$ cat src/rtl/vram_arbiter.sv
// vram_arbiter: single-port 1K x 8 VRAM scheduler for video scan, 8080 CPU and fill engine.
// Optional `VRAM_ARB_CPU_VBLANK_EN adds a vblank input limiting CPU writes to the vblank window.
module vram_arbiter #(
  parameter int ADDR_W = 10,
  parameter int DATA_W = 8
) (
  input  logic              clk,
  input  logic              reset_n,
`ifdef VRAM_ARB_CPU_VBLANK_EN
  input  logic              vblank,
`endif
  input  logic              vid_req,
  input  logic [ADDR_W-1:0] vid_addr,
  output logic [DATA_W-1:0] vid_data,
  output logic              vid_valid,
  input  logic              cpu_req,
  input  logic              cpu_we,
  input  logic [ADDR_W-1:0] cpu_addr,
  input  logic [DATA_W-1:0] cpu_wdata,
  output logic [DATA_W-1:0] cpu_rdata,
  output logic              cpu_ack,
  input  logic              fill_start,
  input  logic [DATA_W-1:0] fill_value,
  output logic              fill_busy,
  output logic              fill_done,
  output logic [ADDR_W-1:0] ram_addr,
  output logic              ram_we,
  output logic [DATA_W-1:0] ram_wdata,
  input  logic [DATA_W-1:0] ram_rdata
);

  typedef enum logic [1:0] {
    OWN_NONE,
    OWN_VID,
    OWN_CPU,
    OWN_FILL
  } own_t;

  typedef enum logic [1:0] {
    S_IDLE,
    S_FILL,
    S_DONE
  } fill_st_t;

  own_t              r_own;
  fill_st_t          r_state;
  logic [ADDR_W-1:0] r_cnt;
  logic [ADDR_W-1:0] r_addr_q;
  logic [DATA_W-1:0] r_val;
  logic [DATA_W-1:0] r_vid_data;
  logic [DATA_W-1:0] r_cpu_rdata;
  logic              r_busy;
  logic              r_done;

  logic w_cpu_win;
  logic w_cpu_elig;
  logic w_gnt_vid;
  logic w_gnt_cpu;
  logic w_gnt_fill;

`ifdef VRAM_ARB_CPU_VBLANK_EN
  assign w_cpu_win = !cpu_we || vblank;
`else
  assign w_cpu_win = 1'b1;
`endif

  // The ack cycle blocks a re-grant while the requester drops cpu_req.
  assign w_cpu_elig = cpu_req && w_cpu_win && (r_own != OWN_CPU);
  assign w_gnt_vid  = vid_req;
  assign w_gnt_cpu  = !vid_req && w_cpu_elig;
  assign w_gnt_fill = !vid_req && !w_cpu_elig && (r_state == S_FILL);

  always_comb begin
    ram_addr  = r_addr_q;
    ram_we    = 1'b0;
    ram_wdata = '0;
    unique case (1'b1)
      w_gnt_vid: begin
        ram_addr = vid_addr;
      end
      w_gnt_cpu: begin
        ram_addr  = cpu_addr;
        ram_we    = cpu_we;
        ram_wdata = cpu_we ? cpu_wdata : '0;
      end
      w_gnt_fill: begin
        ram_addr  = r_cnt;
        ram_we    = 1'b1;
        ram_wdata = r_val;
      end
      default: ;
    endcase
  end

  always_ff @(posedge clk or negedge reset_n) begin
    if (!reset_n) begin
      r_own       <= OWN_NONE;
      r_addr_q    <= '0;
      r_vid_data  <= '0;
      r_cpu_rdata <= '0;
    end else begin
      r_addr_q <= ram_addr;
      if (r_own == OWN_VID) r_vid_data <= ram_rdata;
      if (r_own == OWN_CPU) r_cpu_rdata <= ram_rdata;
      unique case (1'b1)
        w_gnt_vid:  r_own <= OWN_VID;
        w_gnt_cpu:  r_own <= OWN_CPU;
        w_gnt_fill: r_own <= OWN_FILL;
        default:    r_own <= OWN_NONE;
      endcase
    end
  end

  // Read data is steered straight from the RAM in the strobe cycle, then held.
  assign vid_valid = (r_own == OWN_VID);
  assign cpu_ack   = (r_own == OWN_CPU);
  assign vid_data  = vid_valid ? ram_rdata : r_vid_data;
  assign cpu_rdata = cpu_ack ? ram_rdata : r_cpu_rdata;

  always_ff @(posedge clk or negedge reset_n) begin
    if (!reset_n) begin
      r_state <= S_IDLE;
      r_cnt   <= '0;
      r_val   <= '0;
      r_busy  <= 1'b0;
      r_done  <= 1'b0;
    end else begin
      unique case (r_state)
        S_IDLE: begin
          r_done <= 1'b0;
          if (fill_start) begin
            r_val   <= fill_value;
            r_cnt   <= '0;
            r_busy  <= 1'b1;
            r_state <= S_FILL;
          end
        end
        S_FILL: begin
          if (w_gnt_fill) begin
            r_cnt <= r_cnt + ADDR_W'(1);
            if (r_cnt == '1) begin
              r_done  <= 1'b1;
              r_state <= S_DONE;
            end
          end
        end
        S_DONE: begin
          r_done  <= 1'b0;
          r_busy  <= 1'b0;
          r_state <= S_IDLE;
        end
        default: begin
          r_done  <= 1'b0;
          r_busy  <= 1'b0;
          r_state <= S_IDLE;
        end
      endcase
    end
  end

  assign fill_busy = r_busy;
  assign fill_done = r_done;

endmodule

$ cat config.mk
export PLATFORM = sky130hd
export DESIGN_NAME = vram_arbiter
export DESIGN_NICKNAME = d
export VERILOG_FILES = /design/src/rtl/vram_arbiter.sv
export SDC_FILE = /design/constraint.sdc
export NUM_CORES = 1
export LEC_CHECK = 0
export CAP_MARGIN = 20
export CORE_UTILIZATION = 25
export DETAILED_ROUTE_END_ITERATION = 7
export MAX_ROUTING_LAYER = met4
export PLACE_DENSITY = 0.48
export REMOVE_ABC_BUFFERS = 1
export SLEW_MARGIN = 20
export SYNTH_ARGS = -nofsm -noshare
export SYNTH_HDL_FRONTEND = slang
export SYNTH_SLANG_ARGS = --single-unit
$ cat constraint.sdc
create_clock -name clk -period 3.3 [get_ports clk]
set_input_delay 0.825 -clock clk [delete_from_list [all_inputs] [get_ports clk]]
set_output_delay 0.825 -clock clk [all_outputs]
set_load 0.01 [all_outputs]
# Word level (Yosys, flattened, before mapping)
# Cells that the tools add are included.
[classes] bitwise=1 n_eq_ne=8 n_reduce_logical=13 muxes=19 add_sub_neg=1
[ops] op="case mux 10 bit (3 select lines)" n=1
[ops] op="two-way mux 8 bit" n=3
[ops] op="two-way mux 10 bit" n=2
[ops] op="case mux 10 bit (2 select lines)" n=1
[ops] op="case mux 8 bit (2 select lines)" n=1
[ops] op="adder 10 x 1 -> 10 bit (second input constant)" n=1
[ops] op="== test 10 bit (second input constant)" n=1
[ops] op="two-way mux 2 bit" n=3
[ops] op="!= test 2 bit (second input constant)" n=3
[ops] op="case mux 2 bit (3 select lines)" n=1
[ops] op="AND reduction 2 bit" n=3
[ops] op="AND reduction 3 bit" n=2
[ops] op="== test 2 x 1 -> 1 bit (second input constant)" n=2
[ops] op="logical AND 1 bit" n=4
[ops] op="two-way mux 1 bit" n=4
[ops] op="case mux 1 bit (2 select lines)" n=2
[ops] op="case mux 2 bit (2 select lines)" n=1
[ops] op="== test 2 bit (second input constant)" n=1
[ops] op="logical NOT 1 bit" n=2
[ops] op="logical NOT 2 bit" n=1
[ops] op="!= test 2 x 1 -> 1 bit (second input constant)" n=1
[ops] op="nonzero test 2 bit" n=1
[ops] op="inverter 1 bit" n=1
[totals] in_bits=50 output_inout_bits=39 wordCells=51 reg_bits=50

# Depth between registers and ports, before layout
# Gate-level depths: netlist of the first run.
[depth] ltp_word=7 depth_mapped=6 ltp_nobuf=5

# Worst setup path after synthesis of the first run
# Ideal clock, no wire load.
[synth_path] path_kind="input to output" start="input port vid_req" end="output port ram_we" path_slack_ns=0.719 path_buffers=2 stages=5 arrival_ns=1.756 required_ns=2.475 cell_sequence="buf_2 inv_1 and3_1 clkbuf_1 or2_2"
[synth_via] elab_chain_cells=4 word_cells_on_any_way=5 cone_classes="mux (1); reduce/logical (4)"
[synth_lines] element="start, declared" line="12" source="input logic vid_req,"
[synth_lines] element="logical NOT 1 bit *" line="70, 71"
[synth_lines] element="logical AND 1 bit (2 in series)" line="71" source="assign w_gnt_fill = !vid_req && !w_cpu_elig && (r_state == S_FILL);"
[synth_lines] element="case mux 1 bit (2 select lines) *" line="77" source="unique case (1'b1)"
[synth_lines] element="end, declared" line="27" source="output logic ram_we,"
# Mark *: on every way between the ends. The rest lies on a longest branch, timed or not.

# Worst setup path after layout of the first run
[layout_path] start="input port cpu_req" end="output port ram_wdata[7]"
[layout_via] elab_chain_cells=5 word_cells_on_any_way=6 cone_classes="mux (1); reduce/logical (5)"
[layout_lines] element="start, declared" line="16" source="input logic cpu_req,"
[layout_lines] element="logical AND 1 bit *" line="68" source="assign w_cpu_elig = cpu_req && w_cpu_win && (r_own != OWN_CPU);"
[layout_lines] element="logical NOT 1 bit" line="71"
[layout_lines] element="logical AND 1 bit (2 in series)" line="71"
[layout_lines] element="case mux 8 bit (2 select lines) *" line="77"
[layout_lines] element="end, declared" line="28" source="output logic [DATA_W-1:0] ram_wdata,"
# Marks and branches as above.

==> key figures, run 1 <==
Logic synthesis
  – Register area share after synthesis: 52.4%
  – Mapped Cells: 242
  – Area leader, netlist: dfrtp_1
  – Synth top cells by count: nand2_1 (56), dfrtp_1 (50), nor2_1 (15)
  – Yosys top cell area share: 52.4%
  – Async set-reset flop share out of synthesis: 100%
  – Flops & latches, synth: 50
  – Most frequent cell after synthesis: nand2_1
  – Post-synth EDFFs: 0
  – Number of synthesis warnings: 0
  – Mapped Area: 2390 um^2
  – Syn Area/Cell: 9.87 um^2
  – Synth top area cells: dfrtp_1 (52%), nand2_1 (8.8%), o221a_2 (4.7%), mux2_2 (4.2%), a22o_1 (3.7%)
  – Top FF cell, synth: dfrtp_1
  – Post-synthesis cell type count: 35

Run status
  – Outcome: completed

Power
  – Clock Power Share: 24.8%
  – Sequential group share of total power: 45.1%
  – Comb power frac: 30.1%
  – Power Dens Cells: 469 nW/um^2
  – Fraction of power spent switching nets: 28.1%
  – Leak pwr: 1.67 nW
  – VDD IR max: 0.211 mV
  – Switching power: 0.000483 W
  – P_int: 0.00124 W
  – PnR Total Power: 0.00172 W

Timing
  – Slew Limit Fails: 0
  – Final Skew: 0.00911 ns
  – Tcrit/Tclk final: 97.2%
  – Hold slack: 0.479 ns
  – Final Hold Viols: 0
  – Rel. slew slack: 65.5%
  – Worst slew pin tran: 0.517 ns
  – Worst setup margin: 0.0927 ns
  – Final setup violation count: 0
  – Setup TNS Final: 0 ns
  – Peak Freq: 312 MHz
  – Unrepaired setup endpoints after global routing: no
  – Final Critical Period: 3.21 ns

Placed design
  – Detailed Place HPWL: 4980 um
  – DP Worst Slack: -0.154 ns
  – PortBufs: 88
  – Inst Count DP: 470
  – Final weighted congestion in routability-driven placement: 0.805

Die
  – Die ar.: 9950 um^2
  – Die W: 99.7 um
  – I/O Pins: 89
  – Initial Util: 25.8%
  – Die span in y: 99.7 um
  – Rows: 35
  – Core outline area: 9240 um^2

Worst setup path
  – CP Data Arrival Time: 2.38 ns
  – Worst Path Max Fanout: 10
  – WS Path Type: in2out
  – Req. time, crit path: 2.47 ns
  – R2R Setup Slk: 1.60 ns
  – Crit end category: output port
  – Critical Path Source Type: input port

Routing
  – Routed length per instance: 13.8 um
  – Via count: 2,121
  – # DRC: 0
  – Routed wire length: 6590 um
  – Antenna-violating nets left: 0
  – Via/cell ratio: 4.44
  – First drt pass iteration count: 4
  – Starting DRT DRC Count: 92

Global routing
  – Antenna violations before repair: 0
  – Total Routing Usage GR: 14.2%
  – First-pass GRT wire length: 10,700 um
  – GRT overflow: 0
  – Largest net degree at the start of global routing: 30
  – Vias in the first global route: 2,092

Clock tree
  – Clk sinks: 50
  – Clk buf depth: 2
  – Clk_lat worst skew: 0.30 ns
  – TritonCTS clock tree: yes
  – Cts bufs inserted: 5
  – Clk root buf: clkbuf_8
  – Clock transition at path regs: 0.08 ns
  – H-tree levels: 2

Cells and area
  – Fraction of layout cells with a size suffix above 1: 16.6%
  – N_diodes: 0
  – Final cell count without fillers: 478
  – Synth-to-Final Area Change: 53.8%
  – Fillers: 943
  – Nets: 399

Worst hold path
  – Hold Crit Class: reg2reg

Run
  – Max-capacitance violation count: 0
## cells by family after synthesis
kind of cell | count (synthesis) | share of synthesized area [%]
buffers and inverters | 22 | 4.19
DFF | 50 | 52.4
adders and majority gates | 1 | 0.524
xor gates and xnor gates | 1 | 0.367
AOI/OAI and AO/OA | 47 | 16.1
and+or+nand+nor | 109 | 21.0
muxes | 12 | 5.50
## per-stage QoR
step,utilization [%],instance area (um^2)
6_report,39.8,3670
5_1_grt,39.8,3670
4_1_cts,39.7,3670
3_5_place_dp,38.6,3570
3_3_place_gp,38.6,3570
2_1_floorplan,-,2320
## area by class of cell
cell class              instances  area, um^2  share of cell area, %
repair buffers                113        1080                   29.3
clock inverters                 1        30.0                  0.817
flip-flops and latches         50        1250                   34.1
multi-input cells             170        1050                   28.5
well taps                     129         161                   4.39
clock buffers                   7        76.3                   2.08
inverters                       8        30.0                  0.817
## metal layers
| metal | up-vias | track usage (%) | wire length [um] | share of wire (%) |
|---|---|---|---|---|
| met2 | 60 | 21.9 | 3100 | 47 |
| met3 | 5 | 2.46 | 286 | 4.3 |
| met5 | - | - | 0 | 0 |
| met1 | 1002 | 19.1 | 3130 | 47 |
| met4 | 0 | 4.41 | 82 | 1.2 |
| li1 | 1054 | - | - | - |
## worst paths after layout
check	from	depth (start not counted)	end
max	cpu_req	6	ram_wdata[7]
min	r_cpu_rdata[3]	2	r_cpu_rdata[3]
max reg2reg	r_own[0]	7	r_cnt[6]
min reg2reg	r_cpu_rdata[3]	2	r_cpu_rdata[3]
max in group asynchronous	reset_n	2	r_val[5]
min in group asynchronous	reset_n	1	r_cpu_rdata[0]
## placed cells by master, fill, tap and decap left out, drive strengths merged, types with 3 or more instances in the layout
cell type      synthesis  final
mux2i                  3      3
buf                    7     26
a21oi                  4      4
nor2b                  3      3
nand3                 10     10
dlygate4sd2            0      9
and3                   4      4
o21ai                  9      9
and2                   3      3
clkbuf                 7      7
clkdlybuf4s50          0     78
o211ai                 4      4
a22o                  10     10
dfrtp                 50     50
inv                    8      8
nand2b                10     10
nand2                 56     56
a31oi                  3      3
nor2                  15     15
mux2                   9      9
o221a                 10     10
## worst max-delay path, stage by stage
cell and delay, ns:
dlygate4sd2_1 0.27, buf_4 0.16, a211oi_4 0.27, buf_12 0.17, a22o_1 0.15, clkdlybuf4s50_1 0.54
## timing repair
| action | 4_1_cts | 5_1_grt |
|---|---|---|
| resized for setup | 11 | 1 |
| hold buffers | 0 | 0 |
| pin swaps | 0 | 0 |
| setup endpoints to repair | 19 | 2 |
| buffers inserted | 0 | 0 |
## power groups by stage
| stage | combinational [W] | clock, W | sequential (W) |
|---|---|---|---|
| after global routing | 0.000570 | 0.000467 | 0.000790 |
| after floorplan | 0.000241 | 0 | 0.000769 |
| after global placement | 0.000528 | 0 | 0.000790 |
| after CTS | 0.000527 | 0.000448 | 0.000779 |
| after detailed placement | 0.000534 | 0 | 0.000787 |
| final | 0.000518 | 0.000427 | 0.000778 |
## sequential cells by signal, summed over array words and instances, names as in the netlist
signal,count
r_cpu_rdata,8
fill_busy,1
r_addr_q,10
r_val,8
r_own,2
fill_done,1
r_state,2
r_vid_data,8
r_cnt,10
Note: power is estimated with default switching activity, not from simulation.
==> run 2: changes to the inputs <==
--- a/config.mk
+++ b/config.mk
@@ -9,7 +9,7 @@
 export CORE_UTILIZATION = 25
 export DETAILED_ROUTE_END_ITERATION = 7
 export MAX_ROUTING_LAYER = met4
-export PLACE_DENSITY = 0.48
+export PLACE_DENSITY_LB_ADDON = 0.08
 export REMOVE_ABC_BUFFERS = 1
 export SLEW_MARGIN = 20
 export SYNTH_ARGS = -nofsm -noshare
==> run 2 against run 1 <==
Maximum frequency is 0.16% higher. Sequential power hardly changed. Sequential cell count stayed put. Core utilization is 0.12 points higher. Worst hold slack better by 0.0013 ns. Design area is 0.31% higher. Combinational power hardly changed. First-iteration DRC count is 36% lower. Clock-buffer cell count is 2 lower. Setup slack better by 0.0051 ns. Critical path type unchanged. Highest routed layer unchanged.
==> key figures, run 2 (synthesis results as in run 1) <==
Power
  – Leak pwr: 1.65 nW (-1.2%)
  – VDD IR max: 0.178 mV (-15%)
  – Power Dens Cells: 471 nW/um^2 (+0.46%)

Worst setup path
  – Worst R2R Start: r_own[0]
  – Worst Path Max Fanout: 5 (-5)
  – CP Data Arrival Time: 2.38 ns (about the same)
  – Crit end category: output port
  – Crit. Startpoint: cpu_req
  – Critical path's slowest cell: clkdlybuf4s50_1
  – Critical-path cell list: clkdlybuf4s15_1, inv_1, nor2_2, buf_4, o21ai_0, o221a_2, clkdlybuf4s50_1
  – Worst path max stage delay: 0.53 ns (about the same)
  – Critical Path Source Type: input port
  – R2R Setup Slk: 1.44 ns (-0.16 ns)
  – WS Path Type: in2out
  – Req. time, crit path: 2.47 ns (about the same)

Worst hold path
  – Hold path startpoint: r_cpu_rdata[2]
  – Hold Crit Class: reg2reg

Clock tree
  – H-tree levels: 2 (unchanged)
  – Clk buf depth: 2 (unchanged)
  – Cts bufs inserted: 5 (unchanged)
  – Clk root buf: clkbuf_8
  – TritonCTS clock tree: yes
  – Clk sinks: 50 (unchanged)
  – Hold Buf Count CTS: 0 (unchanged)
  – Clock transition at path regs: 0.09 ns (about the same)
  – Clk_lat worst skew: 0.30 ns (about the same)

Timing
  – Unrepaired setup endpoints after global routing: no
  – Final setup violation count: 0 (unchanged)
  – Slew Limit Fails: 0 (unchanged)
  – Hold slack: 0.481 ns (+0.00126 ns)
  – Tcrit/Tclk final: 97.0% (-0.16 points)
  – Peak Freq: 312 MHz (+0.16%)
  – Final Hold Viols: 0 (unchanged)
  – Final Skew: 0.00674 ns (-0.00237 ns)
  – Final Critical Period: 3.20 ns (-0.00512 ns)
  – Rel. slew slack: 61.1% (-4.4 points)
  – Worst slew pin tran: 0.581 ns (+0.0633 ns)

Placed design
  – PortBufs: 88 (unchanged)
  – Detailed Place HPWL: 4970 um (-0.13%)
  – Final weighted congestion in routability-driven placement: 0.744 (-7.6%)
  – Inst Count DP: 465 (-1.1%)
  – Placed Area: 3540 um^2 (-0.70%)

Cells and area
  – Area of the multi-input gates: 1050 um^2 (+0.36%)
  – Largest regs: r_addr_q: 10 flops, r_cnt: 10 flops
  – Utilization after layout: 39.9% (+0.12 points)
  – Fillers: 961 (+1.9%)
  – Fraction of layout cells with a size suffix above 1: 16.5% (-0.097 points)
  – Synth-to-Final Area Change: 54.3%
  – Design Area, Final: 3680 um^2 (+0.31%)
  – Commonest non-fill, non-tap cells in the layout: clkdlybuf4s50_1 (82), nand2_1 (56), dfrtp_1 (50)
  – Commonest non-fill, non-tap cell in the layout: clkdlybuf4s50_1
  – Nets: 395 (-1.0%)
  – Final cell count without fillers: 474 (-0.84%)
  – Reg area: 1250 um^2 (unchanged)
  – N_diodes: 0 (unchanged)

Die
  – Die ar.: 9950 um^2 (unchanged)
  – Core outline area: 9240 um^2 (unchanged)
  – Initial Util: 25.8% (unchanged)
  – Die span in y: 99.7 um (unchanged)
  – Die W: 99.7 um (unchanged)
  – Rows: 35 (unchanged)
  – I/O Pins: 89 (unchanged)

Global routing
  – Largest net degree at the start of global routing: 51 (+70%)
  – Vias in the first global route: 2,264 (+8.2%)
  – Antenna violations before repair: 0 (unchanged)
  – GRT overflow: 0 (unchanged)
  – Total Routing Usage GR: 15.3% (+1.1 points)
  – First-pass GRT wire length: 11,400 um (+6.6%)

Routing
  – Routed wire length: 6740 um (+2.3%)
  – Antenna-violating nets left: 0 (unchanged)
  – Via/cell ratio: 4.47 (+0.75%)
  – Via count: 2,119 (-0.094%)
  – Routed length per instance: 14.2 um (+3.1%)
  – # DRC: 0 (unchanged)
  – Starting DRT DRC Count: 59 (-36%)
  – First drt pass iteration count: 4 (unchanged)

Run
  – Max-capacitance violation count: 0 (unchanged)

Run status
  – Outcome: completed
[run 2: cell type report]
cell class	instances	share of cell area (%)
Tap cell	129	4.38
Inverter	8	0.815
Sequential cell	50	34.0
Clock inverter	3	1.22
Multi-Input combinational cell	170	28.5
Clock buffer	5	1.87
Timing Repair Buffer	109	29.2
[run 2: path summary, 6_finish.rpt]
path | endpoint | cells after the start
max | ram_addr[9] | 7
min | r_cpu_rdata[2] | 2
max reg2reg | r_cnt[0] | 7
min reg2reg | r_cpu_rdata[2] | 2
max in group asynchronous | r_cnt[0] | 2
min in group asynchronous | r_vid_data[6] | 2
[run 2: power by group]
group	internal (W)	switching, W	leakage, nW
Combinational	0.000298	0.000223	0.990
Clock	0.000226	0.000216	0.0504
Sequential	0.000717	0.0000577	0.611
[run 2: routing by layer]
| metal | vias to the layer above | wire length (um) | GRT usage [%] |
|---|---|---|---|
| met5 | - | 0 | - |
| met4 | 0 | 67 | 3.96 |
| met3 | 7 | 242 | 2.95 |
| met2 | 58 | 3230 | 24.2 |
| met1 | 1011 | 3200 | 20.0 |
| li1 | 1043 | - | - |
[run 2: repair_timing]
item                                    in CTS  in global routing
endpoints found under the setup margin      19                  9
cloned                                       0                  1
resized for setup                            7                  7
setup buffers                                0                  0
pin swaps                                    0                  1
[run 2: critical path: cells and delay by family]
kind,cells,cell delay [ns]
AO/OA/AOI/OAI,2,0.44
AND/OR/NAND/NOR,1,0.06
buffers and inverters,4,1.04
[run 2: through the flow]
stage,power [W],setup slack [ns],TNS (ns)
final,0.00174,0.0979,0
after detailed placement,0.00131,-0.122,-1.86
after floorplan,0.00101,0.402,0
after global routing,0.00186,0.000278,0
after global placement,0.00131,-0.119,-1.75
after CTS,0.00176,0.0776,0
